**config.mk**
```make
export PLATFORM = sky130hd
export DESIGN_NAME = register_mode_sequencer
export DESIGN_NICKNAME = d
export VERILOG_FILES = /design/src/rtl/register_mode_sequencer.sv
export SDC_FILE = /design/constraint.sdc
export NUM_CORES = 1
export LEC_CHECK = 0
export BUFFER_PORTS_ARGS = -buffer_cell sky130_fd_sc_hd__buf_2
export CAP_MARGIN = 0
export CORE_ASPECT_RATIO = 0.9
export CORE_MARGIN = 2
export CORE_UTILIZATION = 36
export CTS_CLUSTER_DIAMETER = 200
export DETAILED_ROUTE_END_ITERATION = 10
export MAX_ROUTING_LAYER = met4
export PLACE_DENSITY = 0.62
export REMOVE_ABC_BUFFERS = 1
export SYNTH_ARGS = -nofsm -noshare
export SYNTH_HDL_FRONTEND = slang
export SYNTH_SLANG_ARGS = --single-unit
```
**constraint.sdc**
```tcl
create_clock -name CLK -period 2.6 [get_ports CLK]
set_clock_uncertainty 0.1 [all_clocks]
set_input_delay 0 -clock CLK [delete_from_list [all_inputs] [get_ports CLK]]
set_output_delay 0 -clock CLK [all_outputs]
set_load 0.05 [all_outputs]
```
**src/rtl/register_mode_sequencer.sv**
```systemverilog
// register_mode_sequencer: steps through a small program of 2-bit mode codes,
// driving mode select S and data D to a 4-bit mode register for (LEN+1)*(REPEAT+1) cycles.
`default_nettype none

module register_mode_sequencer #(
    parameter int DEPTH = 8,
    parameter int DW    = 4,
    localparam int AW   = (DEPTH > 1) ? $clog2(DEPTH) : 1
) (
    input  logic          CLK,
    input  logic          RESET,
    input  logic          START,
    input  logic          ABORT,
    input  logic          PROG_WE,
    input  logic [AW-1:0] PROG_ADDR,
    input  logic [1:0]    PROG_DATA,
    input  logic [AW-1:0] LEN,
    input  logic [3:0]    REPEAT,
    input  logic [DW-1:0] D_IN,
    output logic [1:0]    S,
    output logic [DW-1:0] D,
    output logic [AW-1:0] STEP,
    output logic [3:0]    PASS,
    output logic          BUSY,
    output logic          DONE,
    output logic          ABORTED
);

    typedef enum logic [1:0] {
        ST_IDLE = 2'd0,
        ST_RUN  = 2'd1,
        ST_FIN  = 2'd2
    } state_t;

    state_t        state_q, state_d;
    logic [1:0]    mem_q [DEPTH];
    logic [AW-1:0] step_q, step_d;
    logic [AW-1:0] len_q, len_d;
    logic [3:0]    pass_q, pass_d;
    logic [3:0]    rep_q, rep_d;
    logic [DW-1:0] d_q, d_d;
    logic          aborted_q, aborted_d;
    logic          prog_en;

    // Program writes are only accepted while idle; a write coinciding with
    // START commits on the same edge, so the first RUN cycle already sees it.
    assign prog_en = PROG_WE && (state_q == ST_IDLE);

    always_ff @(posedge CLK or negedge RESET) begin
        if (!RESET) begin
            for (int i = 0; i < DEPTH; i++) begin
                mem_q[i] <= 2'b00;
            end
        end else if (prog_en) begin
            mem_q[PROG_ADDR] <= PROG_DATA;
        end
    end

    always_ff @(posedge CLK or negedge RESET) begin
        if (!RESET) begin
            state_q   <= ST_IDLE;
            step_q    <= '0;
            len_q     <= '0;
            pass_q    <= '0;
            rep_q     <= '0;
            d_q       <= '0;
            aborted_q <= 1'b0;
        end else begin
            state_q   <= state_d;
            step_q    <= step_d;
            len_q     <= len_d;
            pass_q    <= pass_d;
            rep_q     <= rep_d;
            d_q       <= d_d;
            aborted_q <= aborted_d;
        end
    end

    always_comb begin
        state_d   = state_q;
        step_d    = step_q;
        len_d     = len_q;
        pass_d    = pass_q;
        rep_d     = rep_q;
        d_d       = d_q;
        aborted_d = 1'b0;
        unique case (state_q)
            ST_IDLE: begin
                if (START) begin
                    state_d = ST_RUN;
                    step_d  = '0;
                    pass_d  = '0;
                    len_d   = LEN;
                    rep_d   = REPEAT;
                    d_d     = D_IN;
                end
            end
            ST_RUN: begin
                // Abort outranks the final-step transition to FIN.
                if (ABORT) begin
                    state_d   = ST_IDLE;
                    aborted_d = 1'b1;
                end else if (step_q < len_q) begin
                    step_d = step_q + 1'b1;
                end else if (pass_q < rep_q) begin
                    step_d = '0;
                    pass_d = pass_q + 1'b1;
                end else begin
                    state_d = ST_FIN;
                end
            end
            ST_FIN: begin
                state_d = ST_IDLE;
            end
            default: begin
                state_d = ST_IDLE;
            end
        endcase
    end

    assign S       = (state_q == ST_RUN) ? mem_q[step_q] : 2'b00;
    assign D       = d_q;
    assign STEP    = step_q;
    assign PASS    = pass_q;
    assign BUSY    = (state_q == ST_RUN);
    assign DONE    = (state_q == ST_FIN);
    assign ABORTED = aborted_q;

endmodule

`default_nettype wire

```
### After elaboration in Yosys (flattened, before gate mapping)

Cells that the tools add are included.

| word-level totals | value |
|---|---|
| output and inout port bits | 16 |
| word-level logic and storage cells | 65 |
| register bits after elaboration | 37 |

| cells by class | value |
|---|---|
| reductions and logical operators | 8 |
| muxes and demuxes | 24 |
| add/subtract/negate cells | 2 |
| bitwise logic cells | 2 |
| magnitude comparators | 5 |
| equality and inequality tests | 9 |

Operators by type and width:

| operator | count |
|---|---|
| 16-bit bitwise mux | 1 |
| 2-bit two-way mux | 8 |
| 4-bit two-way mux | 4 |
| 3-bit two-way mux | 4 |
| 4-bit >= comparator, second input constant | 2 |
| 3-bit inverter with 4-bit output | 2 |
| 4-bit one-hot mux with 2 select lines | 1 |
| 2-bit binary-select mux with 3-bit select | 1 |
| 2-bit demux with 3-bit select | 1 |
| 2-bit inequality test, second input constant | 3 |
| 3-bit inequality test, second input constant | 2 |
| 3-bit one-hot mux with 2 select lines | 1 |
| 5-bit AND reduction | 1 |
| 4-bit by 1-bit adder with 4-bit output, second input constant | 1 |
| 4-bit by 1-bit less-than comparator with 1-bit output, second input constant | 1 |
| 4-bit less-than comparator | 1 |
| 2-bit one-hot mux with 2 select lines | 1 |
| 4-bit AND reduction | 1 |
| 3-bit by 1-bit adder with 3-bit output, second input constant | 1 |
| 3-bit less-than comparator | 1 |
| 3-bit by 1-bit inequality test with 1-bit output, second input constant | 1 |
| 3-bit AND reduction | 1 |
| 2-bit by 1-bit equality test with 1-bit output, second input constant | 1 |
| 2-bit equality test, second input constant | 1 |
| 6 further kinds | 8 |

### Longest topological paths before layout

Gate-level depths: netlist of run 1.

| logic depth | value |
|---|---|
| depth after elaboration | 6 |
| depth in mapped cells | 7 |
| gate-level depth less buffers | 7 |

### Worst setup path after synthesis of run 1

No wires, ideal clock.

| path | value |
|---|---|
| path type | flip-flop to flip-flop |
| start point | reg pass_q[1] (netlist: PASS[1]) |
| end point | reg pass_q[1] (netlist: PASS[1]) |
| data arrival time | 2.028 ns |
| data required time | 2.375 ns |
| cell stages (with the launch flop) | 6 |
| setup slack | 0.347 ns |
| buffers on the path | 0 |
| period minus slack after synthesis | 2.253 ns |
| setup time | 0.125 ns |
| path through | dfrtp_1 ha_1 a2111oi_4 o21ai_1 or2_1 mux2_4 |

| between the ends | value |
|---|---|
| longest elaborated chain between the ends | 5 |
| elaborated cells on any way between the ends | 8 |
| classes of those cells | add/sub: 1; order compare: 1; eq/ne: 1; mux: 4; reduce/logical: 1 |

Ends and longest elaborated chain:

| what | line | RTL |
|---|---|---|
| start: declaration | 39 | `logic [3:0] pass_q, pass_d;` |
| start signal: assignment | 72 | `pass_q <= pass_d;` |
| 4-bit by 1-bit adder with 4-bit output | 107 | `pass_d = pass_q + 1'b1;` |
| 4-bit two-way mux | 105 | `end else if (pass_q < rep_q) begin` |
| 4-bit two-way mux | 103 | `end else if (step_q < len_q) begin` |
| 4-bit two-way mux | 100 | `if (ABORT) begin` |
| 4-bit one-hot mux with 2 select lines | 87 | `unique case (state_q)` |

Parallel ways exist; a longest one is shown, timed or not. The select of a mux whose other input is x is not followed.
A chain may end at the register's enable or synchronous reset.

### Worst setup path after layout of run 1

Same ends and word-level chain as after synthesis.

==> results of run 1 <==
==> routing by layer <==
| layer | wire [um] | vias up |
|---|---|---|
| met3 | 197 | 10 |
| li1 | - | 661 |
| met4 | 101 | 0 |
| met5 | 0 | - |
| met2 | 1840 | 33 |
| met1 | 1750 | 640 |
==> Yosys cell counts <==
| cell | count | area share (%) |
|---|---|---|
| ha_1 | 7 | 4.7 |
| nand2b_4 | 1 | 0.75 |
| nand2b_1 | 4 | 1.4 |
| and2_1 | 2 | 0.68 |
| mux2i_1 | 4 | 2.2 |
| nor2_1 | 7 | 1.4 |
| or4_1 | 2 | 0.81 |
| o21ai_0 | 8 | 2.2 |
| o41ai_1 | 1 | 0.47 |
| a2111oi_4 | 1 | 1.5 |
| a32o_1 | 1 | 0.54 |
| a21o_1 | 1 | 0.41 |
| nor4_1 | 1 | 0.34 |
| inv_1 | 8 | 1.6 |
| a21oi_1 | 2 | 0.54 |
| mux4_2 | 4 | 4.9 |
| nand2_1 | 19 | 3.9 |
| dfrtp_1 | 37 | 50 |
| or2b_1 | 1 | 0.41 |
| nor2b_1 | 5 | 1.7 |
| buf_4 | 1 | 0.41 |
| nand3_1 | 4 | 1.1 |
| clkbuf_1 | 2 | 0.41 |
| and3_1 | 3 | 1.0 |
| mux2_2 | 22 | 13 |
| o21ai_1 | 1 | 0.27 |
| or2_1 | 1 | 0.34 |
| mux2_4 | 1 | 0.81 |
| o211ai_1 | 2 | 0.81 |
| o21a_1 | 2 | 0.81 |
==> final timing paths <==
kind,start,end,depth (start not counted)
setup / recovery,PASS[1],PASS[1],5
hold / removal,PROG_ADDR[1],mem_q[12],4
setup reg to reg,PASS[1],PASS[1],5
hold reg to reg,D[0],D[0],1
max in group asynchronous,RESET,mem_q[0],2
min in group asynchronous,RESET,ABORTED,2
==> where the power goes <==
part / switching [mW] / internal [mW]
Combinational: 0.810 / 0.540
Clock: 0.215 / 0.381
Sequential: 0.182 / 0.831
Total: 1.21 / 1.75
==> cell type report <==
cell class                 instances  share of cell area [%]
sequential                        37                    38.9
multi-input combinational        107                    36.7
timing repair buffer              52                    14.2
tap                               65                    3.41
clock buffer                       5                    2.89
clock inverter                     3                    2.73
inverter                           8                    1.26
==> state kept, by name, indices dropped and copies added, names as in the netlist <==
signal,cells
rep_q,4
len_q,3
state_q,2
STEP,3
PASS,4
D,4
mem_q,16
ABORTED,1
==> cells by family after synthesis <==
logic type | after synthesis
simple gates | 50
flops | 37
mux | 31
compound gates | 19
buf+inv | 11
fa+ha+maj | 7
==> cells in the final DEF (no fill, tap or decap), drive strengths merged, types with 2 or more instances in the layout <==
cell type	Yosys	layout
a21oi	2	2
and2	2	2
and3	3	3
buf	1	37
bufinv	0	2
clkbuf	2	5
dfrtp	37	37
dlygate4sd3	0	15
ha	7	7
inv	8	8
mux2	23	23
mux2i	4	4
mux4	4	4
nand2	19	19
nand2b	5	5
nand3	4	4
nor2	7	7
nor2b	5	5
o211ai	2	2
o21a	2	2
o21ai	9	9
or4	2	2
==> worst max-delay path: cells and delay by family, from the launching register on <==
kind                     cells  cell delay [ns]
adder cells (fa/ha/maj)      1             0.34
multiplexers                 1             0.30
AND/OR/NAND/NOR              1             0.28
flip-flops                   1             0.42
AO/OA/AOI/OAI                2             0.52
==> run_results.csv, run 1 <==
group,metric,value,unit
status,status,"finished, final reports clean",
placed_design,post-place-ws,0.536,ns
critical_path,rrSetupSlack,0.53,ns
power,finalPower,2.96,mW
global_route,grtUsageMet3,5.47,%
floorplan,dieArea,0.00571,mm2
power,leakage,1.13,nW
cts,cts_max_path_buffers,2,
yosys,netlist_area,0.00184,mm2
timing,rsz0062_at_grt,"no",
critical_path,crit_arrival,2.16,ns
detailed_routing,postRouteAntennaNets,0,
yosys,yosys.area_share.adder,4.75,%
placed_design,placed_area,0.00210,mm2
critical_path,slowest_delay,0.42,ns
final_layout,multi_input_area,873,um2
placed_design,io_buffers,36,
flow_run,timing.max_cap.violations,0,
final_layout,final_cells,277,
critical_path,critPathSlowestCell,"dfrtp_1",
global_route,grt_usage,15.2,%
critical_path,cp-end-kind,"flip-flop",
critical_path,path_cells,"ha_1 > a2111oi_4 > o21ai_1 > or2_1 > mux2_4",
power,ir_worst_vdd,460,uV
critical_path,crit_type,"reg2reg",
timing,worst_pin_slew,0.834,ns
yosys,synthSimpleGateAreaFrac,13.8,%
cts,worst_skew_pair.late_latency,0.30,ns
yosys,yosysUniqueCellTypes,30,
detailed_routing,first_iter_violations,19,
yosys,muxShareOfSynthArea,21.3,%
detailed_routing,drt_wl_total,3.90,mm
critical_path,critical_path_required,2.68,ns
detailed_routing,drc,0,
timing,slew-limit-headroom,44.4,%
cts,cts_tree,"built",
final_layout,fin_area,0.00238,mm2
final_layout,seq_area,926,um2
floorplan,core_area,0.00489,mm2
min_path,min_path_type,"in2reg",
cts,cts.clk_slew.worst_paths,0.07,ns
cts,htreeDepth,2,
cts,root_buffer,"clkbuf_8",
cts,cts_setup_buffers,0,
global_route,grt_antenna_before_repair,0,
detailed_routing,drt-wirelength-per-cell,14.1,um
critical_path,path_max_fanout,5,
cts,cts_num_sinks,37,
global_route,first_global_vias,1348,
timing,hold_viol,0,
final_layout,fin_nets,239,
yosys,synthXorXnorAreaFrac,0,%
yosys,yosys_warnings,0,
floorplan,dieWidth,79.4,um
global_route,use_met2,24.0,%
global_route,gr-total-overflow,0,
global_route,grt_pass1_wl,6.25,mm
final_layout,fillers,451,
yosys,ys_seq_area_share,50.2,%
timing,min_period_over_period,79.7,%
global_route,grt_busiest_layer,"met2",
detailed_routing,vias,1344,
floorplan,initial_core_util,37.7,%
timing,max_freq,483,MHz
final_layout,fin_util,48.7,%
placed_design,gp_congestion,0.740,
timing,slew_violations,0,
yosys,synth_cells,155,
yosys,synth_top_family_by_area,"multiplexers",
placed_design,dpl.hpwl,2.70,mm
critical_path,cp-start-kind,"flip-flop",
yosys,avgSynthCellArea,11.9,um2
power,p_per_area,1240,mW/mm2
global_route,grt_use_met1,17.6,%
timing,hold_ws,0.0397,ns
cts,cts_resized,0,
floorplan,num_io_pins,37,
timing,finalSetupTns,0,ns
cts,ctsHoldBuffers,15,
yosys,ys_ff_latch,37,
timing,finalCriticalPeriod,2.07,ns
detailed_routing,vias_per_cell,4.85,
timing,setup_viol,0,
detailed_routing,dr.pass1.iters,4,
placed_design,post-place-cells,254,
timing,setup_ws,0.529,ns
cts,cts_buffers,5,
final_layout,insertedDiodeCount,0,
global_route,grt_max_degree,38,
yosys,synth-compound-area-share,7.53,%
final_layout,area_growth_syn_to_layout,29.2,%
floorplan,rows,24,
floorplan,dieHeight,71.9,um
final_layout,drive_gt1_share,34.9,%
Power figures use the tool's default switching activity.
==> run 2, diff against run 1 <==
--- a/config.mk
+++ b/config.mk
@@ -13,7 +13,7 @@
 export CTS_CLUSTER_DIAMETER = 200
 export DETAILED_ROUTE_END_ITERATION = 10
 export MAX_ROUTING_LAYER = met4
-export PLACE_DENSITY = 0.62
+export PLACE_DENSITY = 0.64
 export REMOVE_ABC_BUFFERS = 1
 export SYNTH_ARGS = -nofsm -noshare
 export SYNTH_HDL_FRONTEND = slang
==> constraint.sdc (replaced) <==
create_clock -name CLK -period 1.85 [get_ports CLK]
set_clock_uncertainty 0.1 [all_clocks]
set_input_delay 0 -clock CLK [delete_from_list [all_inputs] [get_ports CLK]]
set_output_delay 0 -clock CLK [all_outputs]
set_load 0.05 [all_outputs]
==> run_results.csv, run 2 (synthesis results as in run 1) <==
group,metric,value,unit
status,status,"finished, violations left",
status,violations,"negative setup slack",
final_layout,fin_nets,262,
final_layout,drive_gt1_share,45.5,%
global_route,grt_max_degree,38,
detailed_routing,vias_per_cell,4.78,
timing,setup_viol,3,
power,power_frac_comb,56.1,%
critical_path,cp-end-kind,"flip-flop",
final_layout,seq_area,926,um2
timing,max_freq,525,MHz
power,power.internal,2.66,mW
final_layout,layout.cells.most_common,"dfrtp_1",
global_route,grt_pass1_wl,6.42,mm
floorplan,rows,24,
critical_path,path_max_fanout,3,
cts,cts_buffers,5,
power,power_frac_seq,30.0,%
timing,finalCriticalPeriod,1.90,ns
global_route,gr-total-overflow,0,
power,swShare,40.9,%
cts,cts_num_sinks,37,
floorplan,core_area,0.00489,mm2
placed_design,placed_area,0.00223,mm2
final_layout,insertedDiodeCount,0,
final_layout,top_register,"mem_q",
placed_design,dpl.hpwl,2.70,mm
timing,hold_ws,0.0424,ns
timing,slew-limit-headroom,69.0,%
global_route,grt_usage,15.5,%
floorplan,dieWidth,79.4,um
timing,worst_pin_slew,0.465,ns
detailed_routing,vias,1434,
detailed_routing,postRouteAntennaNets,0,
placed_design,post-place-cells,270,
global_route,grt_antenna_before_repair,0,
final_layout,fillers,426,
global_route,first_global_vias,1500,
cts,cts_tree,"built",
detailed_routing,first_iter_violations,24,
floorplan,num_io_pins,37,
cts,htreeDepth,2,
timing,finalSetupTns,-0.129,ns
final_layout,largest_reg_flops,16,
final_layout,fin_area,0.00260,mm2
cts,cts_max_path_buffers,2,
flow_run,timing.max_cap.violations,0,
cts,cts.clk_slew.worst_paths,0.08,ns
power,leakage,1.25,nW
floorplan,initial_core_util,37.7,%
timing,rsz0062_at_grt,"yes",
timing,slew_violations,0,
placed_design,io_buffers,36,
final_layout,layout_common_cells,"dfrtp_1 (37), buf_2 (34), mux2_2 (22), buf_4 (22), nand2_1 (17)",
final_layout,fin_util,53.2,%
cts,root_buffer,"clkbuf_8",
power,p_per_area,1730,mW/mm2
placed_design,post-place-ws,-0.140,ns
final_layout,multi_input_area,926,um2
timing,hold_viol,0,
critical_path,crit_type,"reg2reg",
power,clkPwrFrac,13.9,%
final_layout,final_cells,300,
min_path,min_path_type,"in2reg",
detailed_routing,drc,0,
floorplan,dieArea,0.00571,mm2
detailed_routing,drt-wirelength-per-cell,12.6,um
timing,setup_ws,-0.0543,ns
placed_design,gp_congestion,0.779,
detailed_routing,drt_wl_total,3.79,mm
final_layout,area_growth_syn_to_layout,41.2,%
critical_path,crit_arrival,2.04,ns
detailed_routing,dr.pass1.iters,4,
critical_path,cp-start-kind,"flip-flop",
floorplan,dieHeight,71.9,um
critical_path,critical_path_required,1.98,ns
power,p_switching,1.84,mW
power,ir_worst_vdd,1010,uV
power,finalPower,4.50,mW
cts,worst_skew_pair.late_latency,0.30,ns
timing,min_period_over_period,103,%
run 2: changes by cell type in the layout (fill, tap and decap cells not counted), sizes merged:
cell | previous run | this run
buf | 37 | 60
clkbuf | 5 | 7
bufinv | 2 | 0
run 2: final timing paths:
| path | from | end | slack (ns) | depth (start not counted) |
|---|---|---|---|---|
| min in group asynchronous | RESET | ABORTED | 0.16 | 3 |
| hold / removal | PROG_ADDR[2] | mem_q[9] | 0.04 | 4 |
| max in group asynchronous | RESET | mem_q[5] | 1.15 | 3 |
| hold reg to reg | mem_q[9] | mem_q[9] | 0.40 | 1 |
| setup reg to reg | PASS[1] | PASS[2] | -0.05 | 5 |
| setup / recovery | PASS[1] | PASS[2] | -0.05 | 5 |
run 2: cell type report:
class	count	area share, %
Clock buffer	7	3.70
Multi-Input combinational cell	107	35.6
Sequential cell	37	35.6
Tap cell	65	3.12
Inverter	8	1.15
Timing Repair Buffer	75	20.7
Clock inverter	1	0.192
run 2: worst max-delay path, cell delays in order (launching register included):
cell and delay (ns):
dfrtp_1 0.42, ha_4 0.26, a2111oi_4 0.37, nor2_1 0.11, or4_1 0.51, nand3_1 0.08
run 2: what timing repair did:
| action | CTS | global route |
|---|---|---|
| gates cloned | 0 | 0 |
| hold buffers | 15 | 0 |
| hold endpoints to repair | 66 | 0 |
| resized for setup | 7 | 13 |
| setup buffers | 2 | 6 |
| endpoints found under the setup margin | 8 | 9 |
| pin swaps | 4 | 4 |
run 2: power by group through the flow:
stage	clock [mW]	sequential, mW	combinational [mW]
final	0.624	1.35	2.52
after global routing	0.689	1.39	2.72
after CTS	0.648	1.35	2.33
after detailed placement	0	1.36	2.20
after global placement	0	1.35	2.16
after floorplan	0	1.72	1.14
run 2: layer usage:
| metal | vias up | share of wire (%) | global-route usage (%) | wire length (um) |
|---|---|---|---|---|
| li1 | 708 | - | - | - |
| met5 | - | 0 | - | 0 |
| met4 | 0 | 2.2 | 8.05 | 85 |
| met1 | 687 | 46 | 17.7 | 1730 |
| met3 | 8 | 4.6 | 3.48 | 174 |
| met2 | 31 | 48 | 25.5 | 1800 |
==> run 3, diff against run 2 <==
==> constraint.sdc (replaced) <==
create_clock -name CLK -period 1.85 [get_ports CLK]
set_clock_uncertainty 0.1 [all_clocks]
set_input_delay 0.185 -clock CLK [delete_from_list [all_inputs] [get_ports CLK]]
set_output_delay 0.185 -clock CLK [all_outputs]
set_load 0.05 [all_outputs]
==> run_results.csv, run 3 (synthesis results as in run 1) <==
group,metric,value,unit
final_layout,drive_gt1_share,47.3,%
critical_path,crit_arrival,1.68,ns
timing,max_freq,508,MHz
final_layout,fin_util,50.1,%
final_layout,multi_input_area,921,um2
cts,cts.clk_slew.worst_paths,0.07,ns
timing,rsz0062_at_grt,"yes",
timing,worst_pin_slew,0.479,ns
detailed_routing,drt_wl_total,3.68,mm
power,power_frac_comb,57.1,%
detailed_routing,vias_per_cell,4.81,
timing,setup_ws,-0.119,ns
global_route,grt_antenna_before_repair,0,
floorplan,dieHeight,71.9,um
final_layout,layout_common_cells,"dfrtp_1 (37), buf_2 (34), mux2_2 (22), buf_4 (22), nand2_1 (17)",
global_route,gr-total-overflow,0,
final_layout,fin_nets,248,
cts,htreeDepth,2,
placed_design,post-place-ws,-0.139,ns
power,finalPower,4.44,mW
status,violations,"negative setup slack",
cts,root_buffer,"clkbuf_8",
detailed_routing,dr.pass1.iters,4,
floorplan,rows,24,
cts,cts_tree,"built",
power,swShare,40.8,%
power,clkPwrFrac,12.5,%
placed_design,dpl.hpwl,2.77,mm
critical_path,critical_path_required,1.56,ns
cts,cts_num_sinks,37,
floorplan,num_io_pins,37,
min_path,holdPathStages,3,
cts,cts_buffers,5,
detailed_routing,first_iter_violations,68,
min_path,min_path_type,"in2reg",
critical_path,cp-start-kind,"flip-flop",
critical_path,crit_type,"reg2out",
final_layout,area_growth_syn_to_layout,33.0,%
final_layout,fin_area,0.00245,mm2
detailed_routing,postRouteAntennaNets,0,
timing,hold_viol,0,
final_layout,fillers,457,
floorplan,core_area,0.00489,mm2
final_layout,layout.cells.most_common,"dfrtp_1",
timing,slew-limit-headroom,68.1,%
timing,slew_violations,0,
power,power_frac_seq,30.4,%
global_route,grt_usage,14.0,%
cts,cts_max_path_buffers,2,
global_route,first_global_vias,1352,
power,leakage,1.17,nW
placed_design,placed_area,0.00225,mm2
power,ir_worst_vdd,1090,uV
flow_run,timing.max_cap.violations,0,
placed_design,io_buffers,36,
status,status,"finished, violations left",
critical_path,cp-end-kind,"output pin",
critical_path,path_max_fanout,5,
power,p_per_area,1810,mW/mm2
power,power.internal,2.63,mW
final_layout,seq_area,926,um2
detailed_routing,drc,0,
timing,finalCriticalPeriod,1.97,ns
final_layout,top_register,"mem_q",
critical_path,r2r_cells,6,
timing,setup_viol,6,
placed_design,gp_congestion,0.778,
final_layout,largest_reg_flops,16,
floorplan,dieArea,0.00571,mm2
global_route,grt_max_degree,38,
final_layout,insertedDiodeCount,0,
detailed_routing,drt-wirelength-per-cell,12.9,um
timing,min_period_over_period,106,%
global_route,grt_pass1_wl,6.06,mm
floorplan,dieWidth,79.4,um
power,p_switching,1.81,mW
detailed_routing,vias,1372,
floorplan,initial_core_util,37.7,%
cts,worst_skew_pair.late_latency,0.28,ns
==> run 3: cell count changes in the layout (fill, tap and decap cells not counted), sizes merged <==
cell	previous run	this run
clkinv	1	0
dlygate4sd3	15	1
==> run 3: worst max-delay path: stages, from the launching register on <==
cell and delay (ns):
dfrtp_1 0.40, buf_12 0.14, mux4_2 0.49, mux2i_1 0.14, nor2_1 0.08, buf_6 0.16
==> run 3: worst paths after layout <==
| kind | start | endpoint | slack, ns |
|---|---|---|---|
| worst max register to register | rep_q[1] | PASS[1] | -0.05 |
| worst min-delay path | LEN[1] | len_q[1] | 0.01 |
| worst max-delay path | STEP[0] | S[0] | -0.12 |
| max in group asynchronous | RESET | mem_q[8] | 0.93 |
| worst min register to register | D[2] | D[2] | 0.40 |
| min in group asynchronous | RESET | PASS[3] | 0.37 |
==> run 3: area by class of cell <==
cell class / count / area share [%]
Clock buffer: 7 / 3.52
Timing Repair Buffer: 61 / 16.6
Tap cell: 65 / 3.32
Multi-Input combinational cell: 107 / 37.6
Sequential cell: 37 / 37.8
Inverter: 8 / 1.22
==> run 3: per-stage QoR <==
stage | hold slack, ns | cells | setup TNS [ns]
global placement | 0.159 | 271 | -0.272
detailed placement | 0.161 | 271 | -0.472
floorplan | -0.211 | 152 | -3.04
CTS | 0.00497 | 283 | -0.772
global route | 0.0251 | 285 | -0.984
finish | 0.0117 | 285 | -0.350
==> run 3: repair_timing <==
action	in CTS	in global routing
buffers inserted	5	2
endpoints found under the hold margin	37	0
pin swaps	9	7
endpoints found under the setup margin	9	10
gates resized for setup	8	8
cloned	0	0
hold buffers	1	0
==> run 3: per-layer routing <==
metal	part of all wire [%]	vias to the layer above	track usage (%)
li1	-	678	-
met1	46	663	17.0
met2	50	31	24.0
met3	4.5	0	3.86
met4	0	0	2.30
met5	0	-	-
==> run 3: power by group through the flow <==
stage | clock network [mW] | logic [mW] | registers (mW)
final | 0.555 | 2.53 | 1.35
after global routing | 0.616 | 2.72 | 1.39
after CTS | 0.577 | 2.44 | 1.35
after detailed placement | 0 | 2.24 | 1.36
after global placement | 0 | 2.19 | 1.35
after floorplan | 0 | 1.14 | 1.72
